[src/rtl/mem_arb_pkg.sv]
// Shared types and constants for the memory request arbiter.
// The response watchdog is enabled with MEM_REQ_ARBITER_TIMEOUT_EN.
package mem_arb_pkg;

    typedef enum logic [1:0] {
        StIdle,
        StReq,
        StResp,
        StDeliver
    } arb_state_t;

    localparam logic [31:0] MEM_ARB_TIMEOUT_DATA = 32'hDEAD_BEEF;

endpackage

[src/rtl/mem_req_arbiter_rr_picker.sv]
// Round-robin picker: returns the first set request strictly after `last`,
// wrapping modulo N.
module rr_picker #(
    parameter int unsigned N = 4
) (
    input  logic [N-1:0]         req,
    input  logic [$clog2(N)-1:0] last,
    output logic                 any,
    output logic [$clog2(N)-1:0] idx
);

    always_comb begin
        any = 1'b0;
        idx = '0;
        for (int unsigned i = 1; i <= N; i++) begin
            if (!any && req[(int'(last) + i) % N]) begin
                any = 1'b1;
                idx = $clog2(N)'((int'(last) + i) % N);
            end
        end
    end

endmodule

[src/rtl/mem_req_arbiter.sv]
// Round-robin arbiter sharing one single-transaction memory port among N_REQ requesters.
// Define MEM_REQ_ARBITER_TIMEOUT_EN to add a response watchdog of TIMEOUT_CYCLES.
module mem_req_arbiter
    import mem_arb_pkg::*;
#(
    parameter int unsigned N_REQ          = 4,
    parameter int unsigned ADDR_W         = 16,
    parameter int unsigned DATA_W         = 32,
    parameter int unsigned TIMEOUT_CYCLES = 1024
) (
    input  logic                     clk,
    input  logic                     rst,
    input  logic [N_REQ-1:0]         req_wr_i,
    input  logic [N_REQ*ADDR_W-1:0]  req_addr_i,
    input  logic [N_REQ*DATA_W-1:0]  req_wdata_i,
    input  logic [N_REQ-1:0]         req_valid_i,
    output logic [N_REQ-1:0]         req_ready_o,
    output logic [N_REQ-1:0]         resp_valid_o,
    input  logic [N_REQ-1:0]         resp_ready_i,
    output logic [DATA_W-1:0]        resp_rdata_o,
    output logic                     mem_wr_o,
    output logic [ADDR_W-1:0]        mem_addr_o,
    output logic [DATA_W-1:0]        mem_wdata_o,
    output logic                     mem_req_valid_o,
    input  logic                     mem_req_ready_i,
    input  logic                     mem_resp_valid_i,
    output logic                     mem_resp_ready_o,
    input  logic [DATA_W-1:0]        mem_rdata_i
);

    localparam int unsigned IdxW = $clog2(N_REQ);

    arb_state_t        state;
    logic [IdxW-1:0]   gnt;
    logic [IdxW-1:0]   last;
    logic [DATA_W-1:0] rbuf;
    logic              pick_any;
    logic [IdxW-1:0]   pick_idx;

    rr_picker #(
        .N (N_REQ)
    ) u_picker (
        .req  (req_valid_i),
        .last (last),
        .any  (pick_any),
        .idx  (pick_idx)
    );

`ifdef MEM_REQ_ARBITER_TIMEOUT_EN
    localparam int unsigned CntW = $clog2(TIMEOUT_CYCLES + 1);
    logic [CntW-1:0] cnt;
`endif

    always_ff @(posedge clk or posedge rst) begin
        if (rst) begin
            state <= StIdle;
            gnt   <= '0;
            last  <= IdxW'(N_REQ - 1);
            rbuf  <= '0;
`ifdef MEM_REQ_ARBITER_TIMEOUT_EN
            cnt   <= '0;
`endif
        end else begin
            unique case (state)
                StIdle: begin
                    if (pick_any) begin
                        gnt   <= pick_idx;
                        state <= StReq;
                    end
                end
                StReq: begin
                    // Requester withdrew before handshake: abandon without advancing `last`.
                    if (!req_valid_i[gnt]) begin
                        state <= StIdle;
                    end else if (mem_req_ready_i) begin
                        state <= StResp;
`ifdef MEM_REQ_ARBITER_TIMEOUT_EN
                        cnt   <= '0;
`endif
                    end
                end
                StResp: begin
                    if (mem_resp_valid_i) begin
                        rbuf  <= mem_rdata_i;
                        state <= StDeliver;
`ifdef MEM_REQ_ARBITER_TIMEOUT_EN
                    end else if (cnt == CntW'(TIMEOUT_CYCLES - 1)) begin
                        rbuf  <= DATA_W'(MEM_ARB_TIMEOUT_DATA);
                        state <= StDeliver;
                    end else begin
                        cnt <= cnt + 1'b1;
`endif
                    end
                end
                StDeliver: begin
                    if (resp_ready_i[gnt]) begin
                        last  <= gnt;
                        state <= StIdle;
                    end
                end
                default: state <= StIdle;
            endcase
        end
    end

    always_comb begin
        req_ready_o      = '0;
        resp_valid_o     = '0;
        resp_rdata_o     = '0;
        mem_wr_o         = 1'b0;
        mem_addr_o       = '0;
        mem_wdata_o      = '0;
        mem_req_valid_o  = 1'b0;
        mem_resp_ready_o = 1'b0;
        unique case (state)
            StReq: begin
                mem_req_valid_o  = req_valid_i[gnt];
                req_ready_o[gnt] = mem_req_ready_i;
                mem_wr_o         = req_wr_i[gnt];
                mem_addr_o       = req_addr_i[int'(gnt)*ADDR_W +: ADDR_W];
                mem_wdata_o      = req_wdata_i[int'(gnt)*DATA_W +: DATA_W];
            end
            StResp:    mem_resp_ready_o = 1'b1;
            StDeliver: begin
                resp_valid_o[gnt] = 1'b1;
                resp_rdata_o      = rbuf;
            end
            default: ;
        endcase
    end

endmodule

[config.mk]
export PLATFORM = sky130hd
export DESIGN_NAME = mem_req_arbiter
export DESIGN_NICKNAME = d
export VERILOG_FILES = /design/src/rtl/mem_arb_pkg.sv /design/src/rtl/mem_req_arbiter_rr_picker.sv /design/src/rtl/mem_req_arbiter.sv
export SDC_FILE = /design/constraint.sdc
export NUM_CORES = 1
export LEC_CHECK = 0
export ABC_CLOCK_PERIOD_IN_PS = 1900
export CAP_MARGIN = 20
export CORE_AREA = 3 3 127 129
export DETAILED_ROUTE_END_ITERATION = 6
export DIE_AREA = 0 0 130 132
export PLACE_DENSITY = 0.68
export SLEW_MARGIN = 5
export SYNTH_ARGS = -nofsm -noshare
export SYNTH_HDL_FRONTEND = slang
export SYNTH_SLANG_ARGS = --single-unit
[constraint.sdc]
create_clock -name clk -period 1.9 [get_ports clk]
set_input_delay 0.19 -clock clk [delete_from_list [all_inputs] [get_ports clk]]
set_output_delay 0.19 -clock clk [all_outputs]
set_load 0.05 [all_outputs]
# Word-level counts from Yosys, hierarchy flattened
# Index checks and enable logic that the tools add are counted.
op_classes:
  addsub: 4
  n_mul: 0
  div_mod_pow: 0
  order_cmp: 6
  eq_ne: 7
  shift: 2
  muxes: 38
  bitwise: 1
  n_reduce_logical: 12
ops:
  columns: ["cell", "count"]
  rows:
  - ["$shiftx 128x8->32", 1]
  - ["$mux 32", 2]
  - ["$shiftx 64x7->16", 1]
  - ["$mux 2", 9]
  - ["$mux 16", 1]
  - ["$lt 2x3->1 const B", 5]
  - ["$mux 1", 15]
  - ["$bmux 1 s2", 7]
  - ["$mux 4", 2]
  - ["$pmux 2 s4", 1]
  - ["$ne 2x2->1 const B", 3]
  - ["$reduce_and 2->1", 3]
  - ["$add 2x1->2 const B", 2]
  - ["$add 2x2->2 const B", 2]
  - ["$and 4x4->4", 1]
  - ["$eq 2x2->1 const B", 2]
  - ["$logic_and 1x1->1", 4]
  - ["$reduce_and 4->1", 1]
  - ["$logic_not 1->1", 3]
  - ["$ne 3x3->1 const B", 1]
  - ["$demux 1 s2", 1]
  - ["$eq 2x1->1 const B", 1]
  - ["$ge 2x1->1 const B", 1]
  - ["$logic_not 2->1", 1]
totals:
  ff_bits: 38
  latch_bits: 0
  ram_bits: 0
  rom_bits: 0
  output_inout_bits: 91
  mem_count: 0

# Longest topological paths before layout
# Gate-level depths: netlist of the first run.
logic_depth:
  depth_word: 15
  depth_mapped: 6

# Cells and area by module
# From an unflattened synthesis of the first run, not the netlist that was laid out.
hier_totals:
  cells_unflattened: 281
  hier_area_um2: 3427.0
by_module_without_submodules:
  columns: ["module", "n_inst", "cells_each", "area_each_um2", "seq_area_each_um2"]
  rows:
  - ["mem_req_arbiter", 1, 267, 3335.7, 953.4]
  - ["rr_picker", 1, 14, 91.3, 0.0]

# Worst setup path after synthesis of the first run
# Ideal clock, no wire load.
synth_timing:
  kind: "reg2out"
  start: "register gnt[1]"
  end: "output port req_ready_o[0]"
  arrival_ns: 1.897
  required_ns: 1.710
  slack_ns: -0.187
  stages_incl_launch_ff: 5
  path_cell_list: "dfrtp_1 buf_2 buf_4 buf_2 nor3_1"
synth_via:
  elab_chain_len: 6
synth_rtl:
  columns: ["item", "line", "source"]
  rows:
  - ["from (decl)", "mem_req_arbiter.sv:34", "logic [IdxW-1:0] gnt;"]
  - ["from (signal assigned)", "mem_req_arbiter.sv:67", "gnt <= pick_idx;"]
  - ["$lt 2x3->1 (not written as such) / $ge 2x1->1 (equally long branches)", "mem_req_arbiter.sv:118", "req_ready_o[gnt] = mem_req_ready_i;"]
  - ["$logic_and 1x1->1 (not written as such)", "mem_req_arbiter.sv:118", null]
  - ["$mux 1 (not written as such)", "mem_req_arbiter.sv:118", null]
  - ["$demux 1 s2 *", "mem_req_arbiter.sv:118", null]
  - ["$and 4x4->4 (no line) *", null, null]
  - ["$mux 4 *", "mem_req_arbiter.sv:115", "unique case (state)"]
  - ["to (decl)", "mem_req_arbiter.sv:17", "output logic [N_REQ-1:0] req_ready_o,"]
# Every way passes the cells marked *; elsewhere a longest branch is shown, timed or not.

# Final worst setup path of the first run
layout_timing:
  start: "register gnt[0]"
  end: "output port mem_wdata_o[7]"
layout_via:
  elab_chain_len: 2
layout_rtl:
  columns: ["item", "line", "source"]
  rows:
  - ["$shiftx 128x8->32", "mem_req_arbiter.sv:121", "mem_wdata_o = req_wdata_i[int'(gnt)*DATA_W +: DATA_W];"]
  - ["$mux 32", "mem_req_arbiter.sv:115", null]
  - ["to (decl)", "mem_req_arbiter.sv:23", "output logic [DATA_W-1:0] mem_wdata_o,"]
# Every way passes these cells.

==> metrics.md, run 1 <==
| Metric | Value |
|---|---|
| Buf/Inv on CP | 3 |
| Die height | 132 um |
| Unrepaired setup endpoints after global routing | true |
| Fillcell total | 1210 |
| Max cap viols | 0 |
| Die area | 17160 um2 |
| Vias in the first global route | 4276 |
| TritonCTS Buffers | 5 |
| Core Region | 15150 um2 |
| Routed length per instance | 21.99 um |
| Syn Std Cell Area | 3478 um2 |
| Initial Util | 22.97% |
| Worst Skew | 6.225 ps |
| H-tree levels | 2 |
| Mapped Cells | 279 |
| LEAKAGE | 3.443 nW |
| Setup ws final | -161.2 ps |
| Worst vdd ir | 0.8254 mV |
| Status | complete, but fails checks |
| Max-slew violations | 0 |
| Final Hold Viols | 0 |
| Global placer's final weighted congestion | 0.9389 |
| Netlist cell types | 35 |
| Seq cells post-synth | 38 |
| Critical path capture point type | output port |
| CP max stage delay | 520 ps |
| Met2 WL | 9411 um |
| Placed Area | 7949 um2 |
| Least-Margin Pin Slew | 493.6 ps |
| Final period utilization | 108.5% |
| Critical Path Slowest Stage Cell | dfrtp_4 |
| Crit path DAT | 1870 ps |
| HP Class | in -> async |
| WL met1 | 6607 um |
| Layout Cells excl Fill | 810 |
| Slew margin rel. | 66.24% |
| Clock Sinks | 38 |
| Cell breakdown of the critical path | buf_12 -> buf_16 -> mux4_2 -> and2_4 -> buf_12 |
| Nets | 855 |
| Final WL | 17810 um |
| DRC viols | 0 |
| Crit path kind | reg -> out |
| Final cell area excluding filler cells | 8529 um2 |
| Die W | 130 um |
| Seq/Total Area, Yosys | 27.41% |
| Vias/cell | 4.843 |
| Yosys warns | 0 |
| Fraction of registers with async set/reset | 100.0% |
| CP max FO | 5 |
| Final setup fails | 50 |
| Wire length on met3 | 1268 um |
| Antenna-violating nets left | 0 |
| Root Buffer | clkbuf_16 |
| Rows | 45 |
| Pwr Density | 1606 nW/um2 |
| Top routing layer in use | met5 |
| Area added between synthesis and finish | 145.2% |
| Congestion Overflow GR | 0 |
| Critical path's top delay family | flip-flops |
| Initial antenna violation count | 7 |
| Synth area leader | mux4_2 |
| CTS tree | yes |
| IO Pins | 331 |
| Hold buffers post-CTS | 0 |
| Critical Path Source Type | flip-flop |
| Synth area leaders | mux4_2 (30%), dfrtp_1 (26%), mux2_2 (11%) |
| Failing checks | setup timing |
| Share of cells above drive strength 1 | 45.29% |
| Largest net degree at the start of global routing | 46 |
| Clk_lat worst skew | 280 ps |
| Syn_nets | 519 |
| Synth Flop Type | dfrtp_1 |
| HPWL after detailed placement | 14900 um |
| Worst Path Required | 1710 ps |
| Final core occ | 56.32% |
| FMAX | 485.2 MHz |
| Syn_area_per_cell | 12.47 um2 |
| Pre-antenna DRT Iters | 4 |
| Clock Tree Buf Depth | 2 |
| Count of input and output buffers | 330 |
| Total number of vias | 3923 |
| Starting DRT DRC Count | 130 |
| First-pass GRT wire length | 26120 um |
| Post-synth EDFFs | 0 |
| Worst path most repeated cell | buf_12 |
| Overall Global Routing Usage | 19.93% |
| Top-area cell type share of the netlist area | 30.43% |
| Dpl cells | 785 |
| Tmin final | 2061 ps |
| Reg clk slew, reported paths | 60 ps |
-- worst reg2reg max path, stage by stage (launching register included) --
cell,delay [ps]
dfrtp_4,520
buf_12,150
buf_12,130
mux4_2,470
nand3_1,120
mux2_2,330
-- layout by cell type (no fill, tap or decap), types with 3 or more instances in the layout --
cell	instances
dfrtp_1	33
buf_4	12
nand2_1	4
o21ai_0	3
mux2_2	34
buf_12	100
nor2_2	3
a31oi_1	3
mux4_2	51
and2_4	50
and3_1	32
clkdlybuf4s50_1	239
clkbuf_16	5
buf_16	4
diode_2	6
-- registers in the layout (all words and copies together) (netlist names), named ones only --
| signal | count |
|---|---|
| state | 1 |
| gnt | 2 |
| rbuf | 32 |
| last | 2 |
-- routing by layer --
metal  vias up  global-route usage (%)
met5         -                       0
met4         4                   6.409
met3        30                   4.660
met2       193                   36.13
met1      1946                   22.79
li1       1750                       -
-- metrics by stage --
| step | TNS, ps | setup WS (ps) | hold WS, ps | power [mW] |
|---|---|---|---|---|
| 4_1_cts | -6035 | -157.5 | 214.7 | 13.67 |
| 5_1_grt | -8291 | -216.6 | 230.1 | 14.30 |
| 6_report | -5920 | -161.2 | 205.6 | 13.70 |
| 3_5_place_dp | 0 | 63.63 | 484.6 | 11.60 |
| 3_3_place_gp | 0 | 86.28 | 478.6 | 11.45 |
| 2_1_floorplan | -373.5 | -186.7 | 340.4 | 7.085 |
-- power by group --
part	switching, mW	internal (mW)
clock network	0.342	0.755
logic	5.17	5.90
registers	0.283	1.26
total	5.79	7.91
-- final timing paths --
path	startpoint	endpoint	slack (ps)	cells past startpoint
hold / removal	rst	rbuf[16]	210	2
setup reg to reg	gnt[0]	last[1]	110	5
min in group clk	rbuf[24]	rbuf[24]	500	1
setup / recovery	gnt[0]	mem_wdata_o[7]	-160	5
hold reg to reg	rbuf[24]	rbuf[24]	500	1
max in group asynchronous	rst	last[1]	1130	3
-- final cells by class --
cell class / instances / area (um2) / share of cell area, %
antenna: 6 / 15.01 / 0.1760
clock buffer: 5 / 125.1 / 1.467
clock inverter: 3 / 68.82 / 0.8068
inverter: 3 / 13.76 / 0.1614
multi-input combinational: 209 / 2480 / 29.07
sequential: 38 / 959.7 / 11.25
tap: 188 / 235.2 / 2.758
timing repair buffer: 358 / 4632 / 54.31
-- cells by family after synthesis --
| family | after synthesis | share of synthesized area (%) |
|---|---|---|
| simple gates | 107 | 18.27 |
| flops | 38 | 27.41 |
| buf+inv | 32 | 6.259 |
| compound gates | 15 | 3.022 |
| mux | 87 | 45.04 |
-- synth_stat cells, types with 3 or more instances --
cell and n:
clkbuf_1 17, and2_1 50, a31oi_1 3, inv_1 3, nor2_1 7, o21ai_0 3
nand2_1 6, buf_4 4, buf_12 4, dfrtp_1 36, nor2b_1 3, mux4_2 47
and3_1 32, mux4_1 4, mux2_2 34
-- repair_timing --
action,4_1_cts,5_1_grt
pin swaps,11,2
endpoints found under the setup margin,52,57
gates cloned,4,0
gates resized for setup,62,20
setup buffers,6,2
No activity file was read; power rests on OpenSTA's default activity.
==> run 2: changes to the inputs <==
--- a/config.mk
+++ b/config.mk
@@ -8,6 +8,7 @@
 export ABC_CLOCK_PERIOD_IN_PS = 1900
 export CAP_MARGIN = 20
 export CORE_AREA = 3 3 127 129
+export CTS_CLUSTER_DIAMETER = 30
 export DETAILED_ROUTE_END_ITERATION = 6
 export DIE_AREA = 0 0 130 132
 export PLACE_DENSITY = 0.68
==> results of run 2 <==
The final DEF is identical to that of run 1; final timing and power are the same.
